## config.mk

```make
export PLATFORM = sky130hd
export DESIGN_NAME = dff_delay_line
export DESIGN_NICKNAME = d
export VERILOG_FILES = /design/src/rtl/dff_pkg.sv /design/src/rtl/dff_en_stage.sv /design/src/rtl/dff_delay_line.sv
export SDC_FILE = /design/constraint.sdc
export NUM_CORES = 1
export LEC_CHECK = 0
export ABC_AREA = 1
export CAP_MARGIN = 20
export CORE_ASPECT_RATIO = 0.5
export CORE_MARGIN = 4
export CORE_UTILIZATION = 56
export DETAILED_ROUTE_END_ITERATION = 12
export GPL_ROUTABILITY_DRIVEN = 0
export HOLD_SLACK_MARGIN = 0.15
export PLACE_DENSITY = 0.84
export SYNTH_ARGS = -nofsm -noshare
export SYNTH_HDL_FRONTEND = slang
export SYNTH_SLANG_ARGS = --single-unit
```

## constraint.sdc

```tcl
create_clock -name clk -period 2.9 [get_ports clk]
set_input_delay 0.725 -clock clk [delete_from_list [all_inputs] [get_ports clk]]
set_output_delay 0.725 -clock clk [all_outputs]
set_load 0.02 [all_outputs]
```

## src/rtl/dff_pkg.sv

```systemverilog
// Shared defaults and stage record for the enabled DFF delay line.
package dff_pkg;
  localparam int              DFLT_WIDTH     = 8;
  localparam int              DFLT_DEPTH     = 4;
  localparam logic [DFLT_WIDTH-1:0] DFLT_RESET_VAL = '0;

  typedef struct packed {
    logic [DFLT_WIDTH-1:0] data;
    logic                  valid;
  } stage_t;
endpackage

```

## src/rtl/dff_en_stage.sv

```systemverilog
// One delay-line stage: data word plus valid flag, with enable and sync clear.
module dff_en_stage #(
  parameter int               WIDTH     = 8,
  parameter logic [WIDTH-1:0] RESET_VAL = '0
) (
  input  logic             clk,
  input  logic             rst,
  input  logic             en,
  input  logic             clr,
  input  logic [WIDTH-1:0] d,
  input  logic             vld_d,
  output logic [WIDTH-1:0] q,
  output logic             vld_q
);
  // Clear wins over enable so a flush always empties the stage.
  always_ff @(posedge clk or negedge rst) begin
    if (!rst) begin
      q     <= RESET_VAL;
      vld_q <= 1'b0;
    end else if (clr) begin
      q     <= RESET_VAL;
      vld_q <= 1'b0;
    end else if (en) begin
      q     <= d;
      vld_q <= vld_d;
    end
  end
endmodule

```

## src/rtl/dff_delay_line.sv

```systemverilog
// DEPTH-stage enabled shift register with per-stage valid and occupancy count.
module dff_delay_line
  import dff_pkg::*;
#(
  parameter int               WIDTH     = DFLT_WIDTH,
  parameter int               DEPTH     = DFLT_DEPTH,
  parameter logic [WIDTH-1:0] RESET_VAL = WIDTH'(DFLT_RESET_VAL)
) (
  input  logic                       clk,
  input  logic                       rst,
  input  logic                       en,
  input  logic                       flush,
  input  logic [WIDTH-1:0]           data_in,
  input  logic                       valid_in,
  output logic [WIDTH-1:0]           data_out,
  output logic                       valid_out,
  output logic [$clog2(DEPTH+1)-1:0] count,
  output logic                       full
);
  localparam int CW = $clog2(DEPTH+1);

  generate
    if (DEPTH < 1) begin : g_bad_depth
      $error("dff_delay_line: DEPTH must be at least 1");
    end
  endgenerate

  logic [DEPTH-1:0][WIDTH-1:0] stg_data;
  logic [DEPTH-1:0]            stg_vld;

  generate
    for (genvar k = 0; k < DEPTH; k++) begin : g_stg
      logic [WIDTH-1:0] d;
      logic             vd;
      if (k == 0) begin : g_head
        assign d  = data_in;
        assign vd = valid_in;
      end else begin : g_tail
        assign d  = stg_data[k-1];
        assign vd = stg_vld[k-1];
      end
      dff_en_stage #(.WIDTH(WIDTH), .RESET_VAL(RESET_VAL)) u_stage (
        .clk   (clk),
        .rst   (rst),
        .en    (en),
        .clr   (flush),
        .d     (d),
        .vld_d (vd),
        .q     (stg_data[k]),
        .vld_q (stg_vld[k])
      );
    end
  endgenerate

  assign data_out  = stg_data[DEPTH-1];
  assign valid_out = stg_vld[DEPTH-1];

  // Incremental occupancy: one word in at the head, one out at the tail.
  always_ff @(posedge clk or negedge rst) begin
    if (!rst)       count <= '0;
    else if (flush) count <= '0;
    else if (en)    count <= count + CW'(valid_in) - CW'(valid_out);
  end

  assign full = (count == CW'(DEPTH));
endmodule
```

==> results of run 1 <==
==> kinds of logic (layout without fill, tap and decap cells) <==
| kind of cell | count (synthesis) | after routing | synth area share, % |
|---|---|---|---|
| flip-flops | 39 | 39 | 60.0 |
| AO/OA/AOI/OAI | 38 | 38 | 17.0 |
| AND/OR/NAND/NOR | 31 | 31 | 7.70 |
| adder cells (fa/ha/maj) | 3 | 3 | 2.77 |
| buffers and inverters | 43 | 70 | 12.5 |
==> state kept, by name, indices dropped and copies added (netlist names) <==
| name | flops |
|---|---|
| count | 3 |
| g_stg.u_stage.q | 32 |
| g_stg.u_stage.vld_q | 4 |
==> cells in the mapped netlist (all sizes together) <==
cell | instances | area [sq um]
ha | 2 | 25.0
nor2 | 2 | 10.0
nand3b | 1 | 7.51
nand3 | 2 | 10.0
dfrtp | 39 | 976
nand2 | 26 | 97.6
o22ai | 19 | 181
fa | 1 | 20.0
buf | 8 | 71.3
o21ai | 19 | 95.1
inv | 35 | 131
==> worst max-delay path, cell delays in order, from the launching register on <==
cell	delay, ns
dfrtp_1	0.45
inv_1	0.13
nand2_1	0.08
nor2_1	0.09
clkdlybuf4s50_1	0.60
==> per-layer routing <==
layer  share of wire (%)  global-route usage (%)  wire length [microns]  up-vias
met5                   0                       0                      0        -
met4                 1.7                    5.77                     48        0
met3                 6.4                    6.07                    185        5
met2                  46                    28.7                   1340       33
met1                  46                    22.2                   1330      524
li1                    -                       -                      -      538
==> power breakdown <==
group	switching (uW)	internal (uW)
Combinational	59.0	39.3
Clock	168	168
Sequential	7.30	560
==> area by class of cell <==
class / count / area, sq um / share of cell area (%)
sequential: 39 / 976 / 50.3
clock buffer: 7 / 76.3 / 3.93
tap: 37 / 46.3 / 2.38
inverter: 35 / 131 / 6.77
timing repair buffer: 27 / 260 / 13.4
multi-input combinational: 72 / 447 / 23.0
clock inverter: 1 / 5.00 / 0.258
==> through the flow <==
stage	instances	total power (uW)	util, %	cell area, sq um
2_1_floorplan	154	635	-	1630
3_3_place_gp	210	672	69.3	1860
3_5_place_dp	210	676	69.3	1860
4_1_cts	218	1020	72.4	1940
5_1_grt	218	1050	72.4	1940
6_report	218	1000	72.4	1940
==> worst max path at each step <==
stage / end / slack (ns)
after detailed placement: g_stg[0].u_stage.vld_q / 0.56
after global routing: full / 0.48
after floorplan: count[2] / 1.17
final: full / 0.54
after CTS: full / 0.54
after global placement: count[0] / 0.64
==> reports/qor.csv, run 1 <==
stage,metric,value,unit
power,Power per Cell Area,516,mW/mm^2
timing,hold_ws,0.496,ns
cells_and_area,layout cell share with drive strength beyond 1,11.6,%
clock_tree,Max clock buf depth,2,
timing,max-slew violation count,0,
timing,worst setup margin,0.540,ns
global_routing,vias in the first global route,1075,
routing,Detailed Routing Iterations Pass 1,5,
critical_path,WS Path Type,reg -> out,
die,Die Span X,84.2,microns
timing,Rel. slew slack,45.2,%
critical_path,Worst Path Arrival,1.63,ns
die,num ports,26,
cells_and_area,# nets final,196,
clock_tree,CTS tree,done,
cells_and_area,Area Growth Syn to Fin,19.5,%
global_routing,grt ovf,0,
critical_path,Worst Setup SP,count[1],
clock_tree,Skew-Pair Late Insertion Delay,0.28,ns
global_routing,initial antenna violation count,0,
critical_path,WP data required,2.17,ns
timing,RSZ-0062 raised after global routing,false,
global_routing,GRT Util Overall,17.4,%
power,Peak VDD IR,394,uV
critical_path,Setup crit end kind,primary output,
clock_tree,Max H-tree Level,2,
logic_synthesis,Unique masters post-synth,16,
logic_synthesis,Synth Instances,154,
routing,Remaining DRCs,0,
worst_hold_path,hold worst-path end,g_stg[3].u_stage.q[5],
worst_hold_path,min-delay src,g_stg[3].u_stage.q[5],
run_status,outcome,"complete, no violations",
routing,WL final,2.90,mm
place,DP Worst Slack,0.558,ns
die,Starting Density,60.6,%
timing,# setup viols final,0,
clock_tree,clk slew on worst S/H paths,0.07,ns
clock_tree,total CTS buffers,5,
timing,fmax,0.424,GHz
place,post-DP HPWL,1.97,mm
logic_synthesis,Avg Inst Size Synth,10.6,sq um
routing,post-route ant nets,0,
die,# rows,13,
logic_synthesis,Synth Register Bits,39,
clock_tree,"Setup Fix Bufs, Post-CTS",0,
routing,WL per Instance,13.3,microns
clock_tree,Resize count post-CTS,0,
critical_path,Worst R2R End,count[2],
logic_synthesis,sequential area share after synthesis,60.0,%
die,die footprint,0.00388,sq mm
critical_path,crit path max fanout,5,
cells_and_area,"commonest non-fill, non-tap cells in the layout","39 x dfrtp_1, 34 x inv_1, 26 x nand2_1, 24 x clkdlybuf4s50_1, 18 x o21ai_0",
timing,Tcrit/Tclk final,81.4,%
routing,Iter 0 DRT Violations,59,
cells_and_area,"commonest non-fill, non-tap cell in the layout",dfrtp_1,
logic_synthesis,syn nets,170,
timing,Setup TNS,0,ns
worst_hold_path,worst min-delay path class,reg -> reg,
timing,Final Hold Viols,0,
cells_and_area,Fillers,198,
timing,clock skew,0.00363,ns
clock_tree,number of hold buffers added after CTS,0,
routing,via count,1100,
job,max cap viols,0,
critical_path,startpoint types,flop,
timing,Tmin final,2.36,ns
global_routing,first-pass GRT wire length,5.05,mm
global_routing,largest net degree at the start of global routing,40,
critical_path,r2r startpoint,g_stg[3].u_stage.vld_q,
cells_and_area,diode count,0,
timing,Slew @ Worst Pin,0.822,ns
worst_hold_path,WHS Path Cells,2,
critical_path,Worst R2R Path Depth,8,
clock_tree,Sink Count,39,
logic_synthesis,synth warn,0,
critical_path,R2R Setup Slk,1.11,ns
power,P_leak,0.000858,uW
place,PortBufs,25,
die,core area,0.00268,sq mm
die,die height,46.1,microns
logic_synthesis,Synth Cell Area,0.00163,sq mm
routing,average via count per standard cell,5.05,
clock_tree,root buffer cell,clkbuf_8,
Note: power is estimated with default switching activity, not from simulation.
==> run 2: changes to the inputs <==
Settings changed: CORE_UTILIZATION 56 to 52, PLACE_DENSITY 0.84 to 0.79.
Clock period 2.9 ns to 2.2 ns, I/O delays scaled along.
==> run 2 against run 1 <==
Effect of this change: global-route usage increased by 0.28 points; register-to-register slack got worse by 0.66 ns; clock-buffer cell count up 1; hold slack lost 0.20 ns; clock power rose by 56%; non-clock buffer count rose by 4; sequential share of layout area down 1.6 points; die area rose by 6.6%; critical path type unchanged; critical endpoint is now count[1]; largest cell class unchanged.
==> reports/qor.csv, run 2 (synthesis results as in run 1) <==
stage,metric,value,unit
die,num ports,26,
clock_tree,Max H-tree Level,2,
place,Placed Area,0.00191,sq mm
run_status,outcome,"complete, no violations",
power,Peak VDD IR,314,uV
critical_path,Worst Path Arrival,1.38,ns
power,Pint,1080,uW
routing,post-route ant nets,0,
global_routing,first-pass GRT wire length,5.29,mm
cells_and_area,layout cell share with drive strength beyond 1,14.1,%
power,P_sw,331,uW
critical_path,WP data required,1.65,ns
worst_hold_path,worst min-delay path class,in -> async,
critical_path,crit path max fanout,5,
routing,WL per Instance,13.9,microns
cells_and_area,# nets final,200,
routing,Iter 0 DRT Violations,61,
timing,fmax,0.518,GHz
cells_and_area,max FFs per register,32,
routing,via count,1135,
critical_path,r2r startpoint,g_stg[3].u_stage.vld_q,
place,post-DP HPWL,2.15,mm
power,Clock power frac,37.3,%
critical_path,Worst R2R End,count[2],
timing,clock skew,0.00195,ns
critical_path,"CP delay by family, top",buffers and inverters,
job,max cap viols,0,
global_routing,GRT Util Overall,17.7,%
cells_and_area,"commonest non-fill, non-tap cell in the layout",dfrtp_1,
routing,WL final,3.13,mm
timing,Tcrit/Tclk final,87.8,%
timing,# setup viols final,0,
cells_and_area,area of the multi-input gates,447,sq um
power,Power per Cell Area,704,mW/mm^2
critical_path,R2R Setup Slk,0.45,ns
power,Sw Ratio,23.4,%
die,# rows,14,
clock_tree,"Setup Fix Bufs, Post-CTS",0,
critical_path,WP buf/inv,1,
clock_tree,root buffer cell,clkbuf_8,
global_routing,largest net degree at the start of global routing,40,
critical_path,CP Depth,1,
timing,RSZ-0062 raised after global routing,false,
clock_tree,number of hold buffers added after CTS,0,
die,die height,47.5,microns
critical_path,slowest cell delay on critical path,0.64,ns
cells_and_area,largest reg by FF count,g_stg.u_stage.q,
critical_path,"Cell Chain, Critical Path",clkdlybuf4s50_1,
clock_tree,Skew-Pair Late Insertion Delay,0.29,ns
power,Comb power frac,9.8,%
timing,Setup TNS,0,ns
timing,Rel. slew slack,67.5,%
global_routing,vias in the first global route,1126,
timing,Tmin final,1.93,ns
clock_tree,CTS tree,done,
global_routing,grt ovf,0,
cells_and_area,Area Growth Syn to Fin,23.4,%
routing,average via count per standard cell,5.04,
critical_path,startpoint types,flop,
clock_tree,total CTS buffers,5,
clock_tree,Sink Count,39,
critical_path,Worst Setup SP,count[1],
die,core area,0.00300,sq mm
critical_path,Worst R2R Path Depth,8,
timing,Slew @ Worst Pin,0.487,ns
critical_path,CP endpoint,count[1],
cells_and_area,Fillers,231,
timing,max-slew violation count,0,
die,die footprint,0.00414,sq mm
clock_tree,clk slew on worst S/H paths,0.07,ns
timing,Final Hold Viols,0,
die,Starting Density,54.3,%
timing,hold_ws,0.297,ns
critical_path,crit path max-delay cell type,clkdlybuf4s50_1,
global_routing,initial antenna violation count,0,
cells_and_area,"commonest non-fill, non-tap cells in the layout","39 x dfrtp_1, 34 x inv_1, 26 x nand2_1, 23 x clkdlybuf4s50_1, 18 x o21ai_0",
cells_and_area,biggest regs,"g_stg.u_stage.q x32, g_stg.u_stage.vld_q x4, count x3",
clock_tree,Max clock buf depth,2,
power,P_leak,0.000896,uW
place,PortBufs,25,
cells_and_area,diode count,0,
critical_path,WS Path Type,reg -> out,
cells_and_area,"Design Area, Final",0.00201,sq mm
die,Die Span X,87.1,microns
critical_path,Setup crit end kind,primary output,
cells_and_area,Seq. cell area,976,sq um
clock_tree,Resize count post-CTS,1,
routing,Detailed Routing Iterations Pass 1,4,
routing,Remaining DRCs,0,
power,sequential share of power,52.9,%
-- run 2: cell count changes in the layout (fill, tap and decap cells not counted) --
cell | previous run | this run
buf_2 | 1 | 0
buf_12 | 0 | 1
clkinv_2 | 1 | 0
dlygate4sd2_1 | 0 | 1
clkbuf_8 | 5 | 7
buf_4 | 2 | 5
clkbuf_1 | 2 | 1
clkdlybuf4s50_1 | 24 | 23
clkbuf_2 | 0 | 1
-- run 2: worst min path at each step --
stage	from	to	slack [ns]
floorplan	rst	count[0]	0.25
global placement	g_stg[3].u_stage.q[1]	g_stg[3].u_stage.q[1]	0.47
detailed placement	g_stg[3].u_stage.q[0]	g_stg[3].u_stage.q[0]	0.48
CTS	rst	g_stg[3].u_stage.q[3]	0.31
global route	rst	count[2]	0.34
finish	rst	count[2]	0.30
-- run 2: layout make-up --
class	count	area share (%)
well taps	40	2.50
repair buffers	31	15.0
inverters	35	6.55
multi-input cells	72	22.3
clock buffers	8	4.99
flip-flops and latches	39	48.7
-- run 2: per-stage QoR --
stage / setup WS, ns / cells / power (uW) / utilization (%)
2_1_floorplan: 0.468 / 154 / 837 / -
3_3_place_gp: 0.212 / 217 / 895 / 63.7
3_5_place_dp: 0.148 / 217 / 901 / 63.7
4_1_cts: 0.242 / 225 / 1430 / 67.0
5_1_grt: 0.161 / 225 / 1470 / 67.0
6_report: 0.268 / 225 / 1410 / 67.0
-- run 2: power by group through the flow --
| stage | clock (uW) | combinational [uW] | sequential [uW] |
|---|---|---|---|
| 6_report | 527 | 138 | 748 |
| 5_1_grt | 566 | 154 | 750 |
| 4_1_cts | 539 | 140 | 748 |
| 3_5_place_dp | 0 | 139 | 762 |
| 3_3_place_gp | 0 | 135 | 760 |
| 2_1_floorplan | 0 | 71.3 | 765 |
-- run 2: routing by layer --
metal | track usage [%] | routed length (microns)
met1 | 22.8 | 1420
met2 | 28.4 | 1510
met3 | 5.33 | 128
met4 | 8.39 | 69
met5 | 0 | 0
==> run 3: changes to the inputs <==
Settings changed: GPL_TIMING_DRIVEN from default to 0.
Clock period 2.2 ns to 2 ns, I/O delays scaled along.
==> run 3 against run 2 <==
Effect of this change: sequential power up 9.9%; global-route usage down 1.3 points; power up 3.5%; combinational power up 14%; clock-buffer cell count down 2; non-clock buffer count up 2; hold slack better by 0.021 ns; clock power down 8.2%; final cell count unchanged; design area down 0.69%; sequential share of layout area up 0.34 points; utilization down 0.46 points.
==> reports/qor.csv, run 3 (synthesis results as in run 1) <==
stage,metric,value,unit
place,DP Worst Slack,0.0227,ns
cells_and_area,layout cell share with drive strength beyond 1,14.1,%
global_routing,grt ovf,0,
critical_path,Worst Path Arrival,1.36,ns
job,max cap viols,0,
clock_tree,Skew-Pair Late Insertion Delay,0.29,ns
cells_and_area,"Core Util, Final",66.5,%
global_routing,initial antenna violation count,0,
timing,fmax,0.538,GHz
cells_and_area,max FFs per register,32,
clock_tree,total CTS buffers,5,
cells_and_area,Fillers,224,
routing,Iter 0 DRT Violations,59,
clock_tree,root buffer cell,clkbuf_8,
critical_path,"CP delay by family, top",buffers and inverters,
cells_and_area,biggest regs,"g_stg.u_stage.q x32, g_stg.u_stage.vld_q x4, count x3",
die,Die Span X,87.1,microns
critical_path,R2R Setup Slk,0.29,ns
timing,Tmin final,1.86,ns
die,Starting Density,54.3,%
timing,# setup viols final,0,
cells_and_area,"commonest non-fill, non-tap cell in the layout",dfrtp_1,
critical_path,Worst R2R End,count[2],
critical_path,startpoint types,flop,
place,PortBufs,25,
timing,worst setup margin,0.141,ns
power,Power per Cell Area,734,mW/mm^2
critical_path,WP data required,1.50,ns
cells_and_area,"non-filler cells, final",225,
power,Peak VDD IR,419,uV
routing,WL per Instance,14.2,microns
global_routing,first-pass GRT wire length,4.87,mm
clock_tree,Sink Count,39,
routing,Remaining DRCs,0,
timing,RSZ-0062 raised after global routing,false,
timing,Tcrit/Tclk final,92.9,%
place,placed instance count,219,
global_routing,largest net degree at the start of global routing,40,
die,core area,0.00300,sq mm
global_routing,GRT Util Overall,16.4,%
clock_tree,clk slew on worst S/H paths,0.07,ns
run_status,outcome,"complete, no violations",
clock_tree,Max clock buf depth,2,
critical_path,"Cell Chain, Critical Path",clkdlybuf4s50_1,
routing,Detailed Routing Iterations Pass 1,4,
timing,Slew @ Worst Pin,0.851,ns
routing,via count,1131,
routing,average via count per standard cell,5.03,
place,post-DP HPWL,2.10,mm
routing,post-route ant nets,0,
clock_tree,"Setup Fix Bufs, Post-CTS",0,
die,die footprint,0.00414,sq mm
cells_and_area,diode count,0,
timing,Final Hold Viols,0,
critical_path,crit path max fanout,5,
critical_path,crit path max-delay cell type,clkdlybuf4s50_1,
timing,max-slew violation count,0,
critical_path,Worst R2R Path Depth,9,
die,num ports,26,
die,die height,47.5,microns
cells_and_area,# nets final,202,
critical_path,r2r startpoint,count[0],
critical_path,WS Path Type,reg -> out,
timing,Rel. slew slack,43.2,%
power,P_leak,0.000891,uW
cells_and_area,"commonest non-fill, non-tap cells in the layout","39 x dfrtp_1, 34 x inv_1, 26 x nand2_1, 23 x clkdlybuf4s50_1, 18 x o21ai_0",
clock_tree,number of hold buffers added after CTS,0,
cells_and_area,Area Growth Syn to Fin,22.6,%
cells_and_area,largest reg by FF count,g_stg.u_stage.q,
clock_tree,CTS tree,done,
critical_path,Setup crit end kind,primary output,
clock_tree,Max H-tree Level,2,
critical_path,slowest cell delay on critical path,0.64,ns
global_routing,vias in the first global route,1063,
critical_path,WP buf/inv,1,
routing,WL final,3.19,mm
die,# rows,14,
worst_hold_path,worst min-delay path class,in -> async,
timing,clock skew,0.00173,ns
clock_tree,Resize count post-CTS,1,
[run 3: worst max path at each step]
stage             start                     to  slack, ns  cells after the start
5_1_grt        count[1]                   full       0.05                      4
2_1_floorplan  count[0]               count[2]       0.27                      9
6_report       count[1]               count[1]       0.14                      1
3_3_place_gp        rst  g_stg[0].u_stage.q[0]      -0.42                      1
3_5_place_dp   valid_in               count[2]       0.02                      7
4_1_cts        count[1]                   full       0.13                      4
[run 3: stage by stage]
step / instance area (sq um) / power, uW / hold slack (ns) / TNS [ns]
floorplan: 1630 / 920 / 0.204 / 0
global placement: 1930 / 990 / 0.468 / -16.39
detailed placement: 1920 / 996 / 0.473 / 0
CTS: 1990 / 1470 / 0.350 / 0
global route: 1990 / 1520 / 0.381 / 0
finish: 1990 / 1460 / 0.318 / 0
[run 3: power breakdown]
group	internal (uW)	switching, uW
Combinational	65.5	91.1
Sequential	812	9.58
Clock	232	252
[run 3: final cells by class]
type,instances,area (sq um),share of cell area [%]
sequential,39,976,49.0
multi-input combinational,72,447,22.4
timing repair buffer,25,244,12.2
inverter,35,131,6.60
clock buffer,6,72.6,3.64
buffer,8,71.3,3.58
tap,40,50.0,2.51
[run 3: routing by layer]
layer  track usage (%)  vias up  wire, microns  share of wire, %
met5                 0        -              0                 0
met4              5.59        0             37               1.2
met3              6.19        5            188               5.9
met2              25.9       23           1460                46
met1              21.5      557           1500                47
li1                  -      546              -                 -
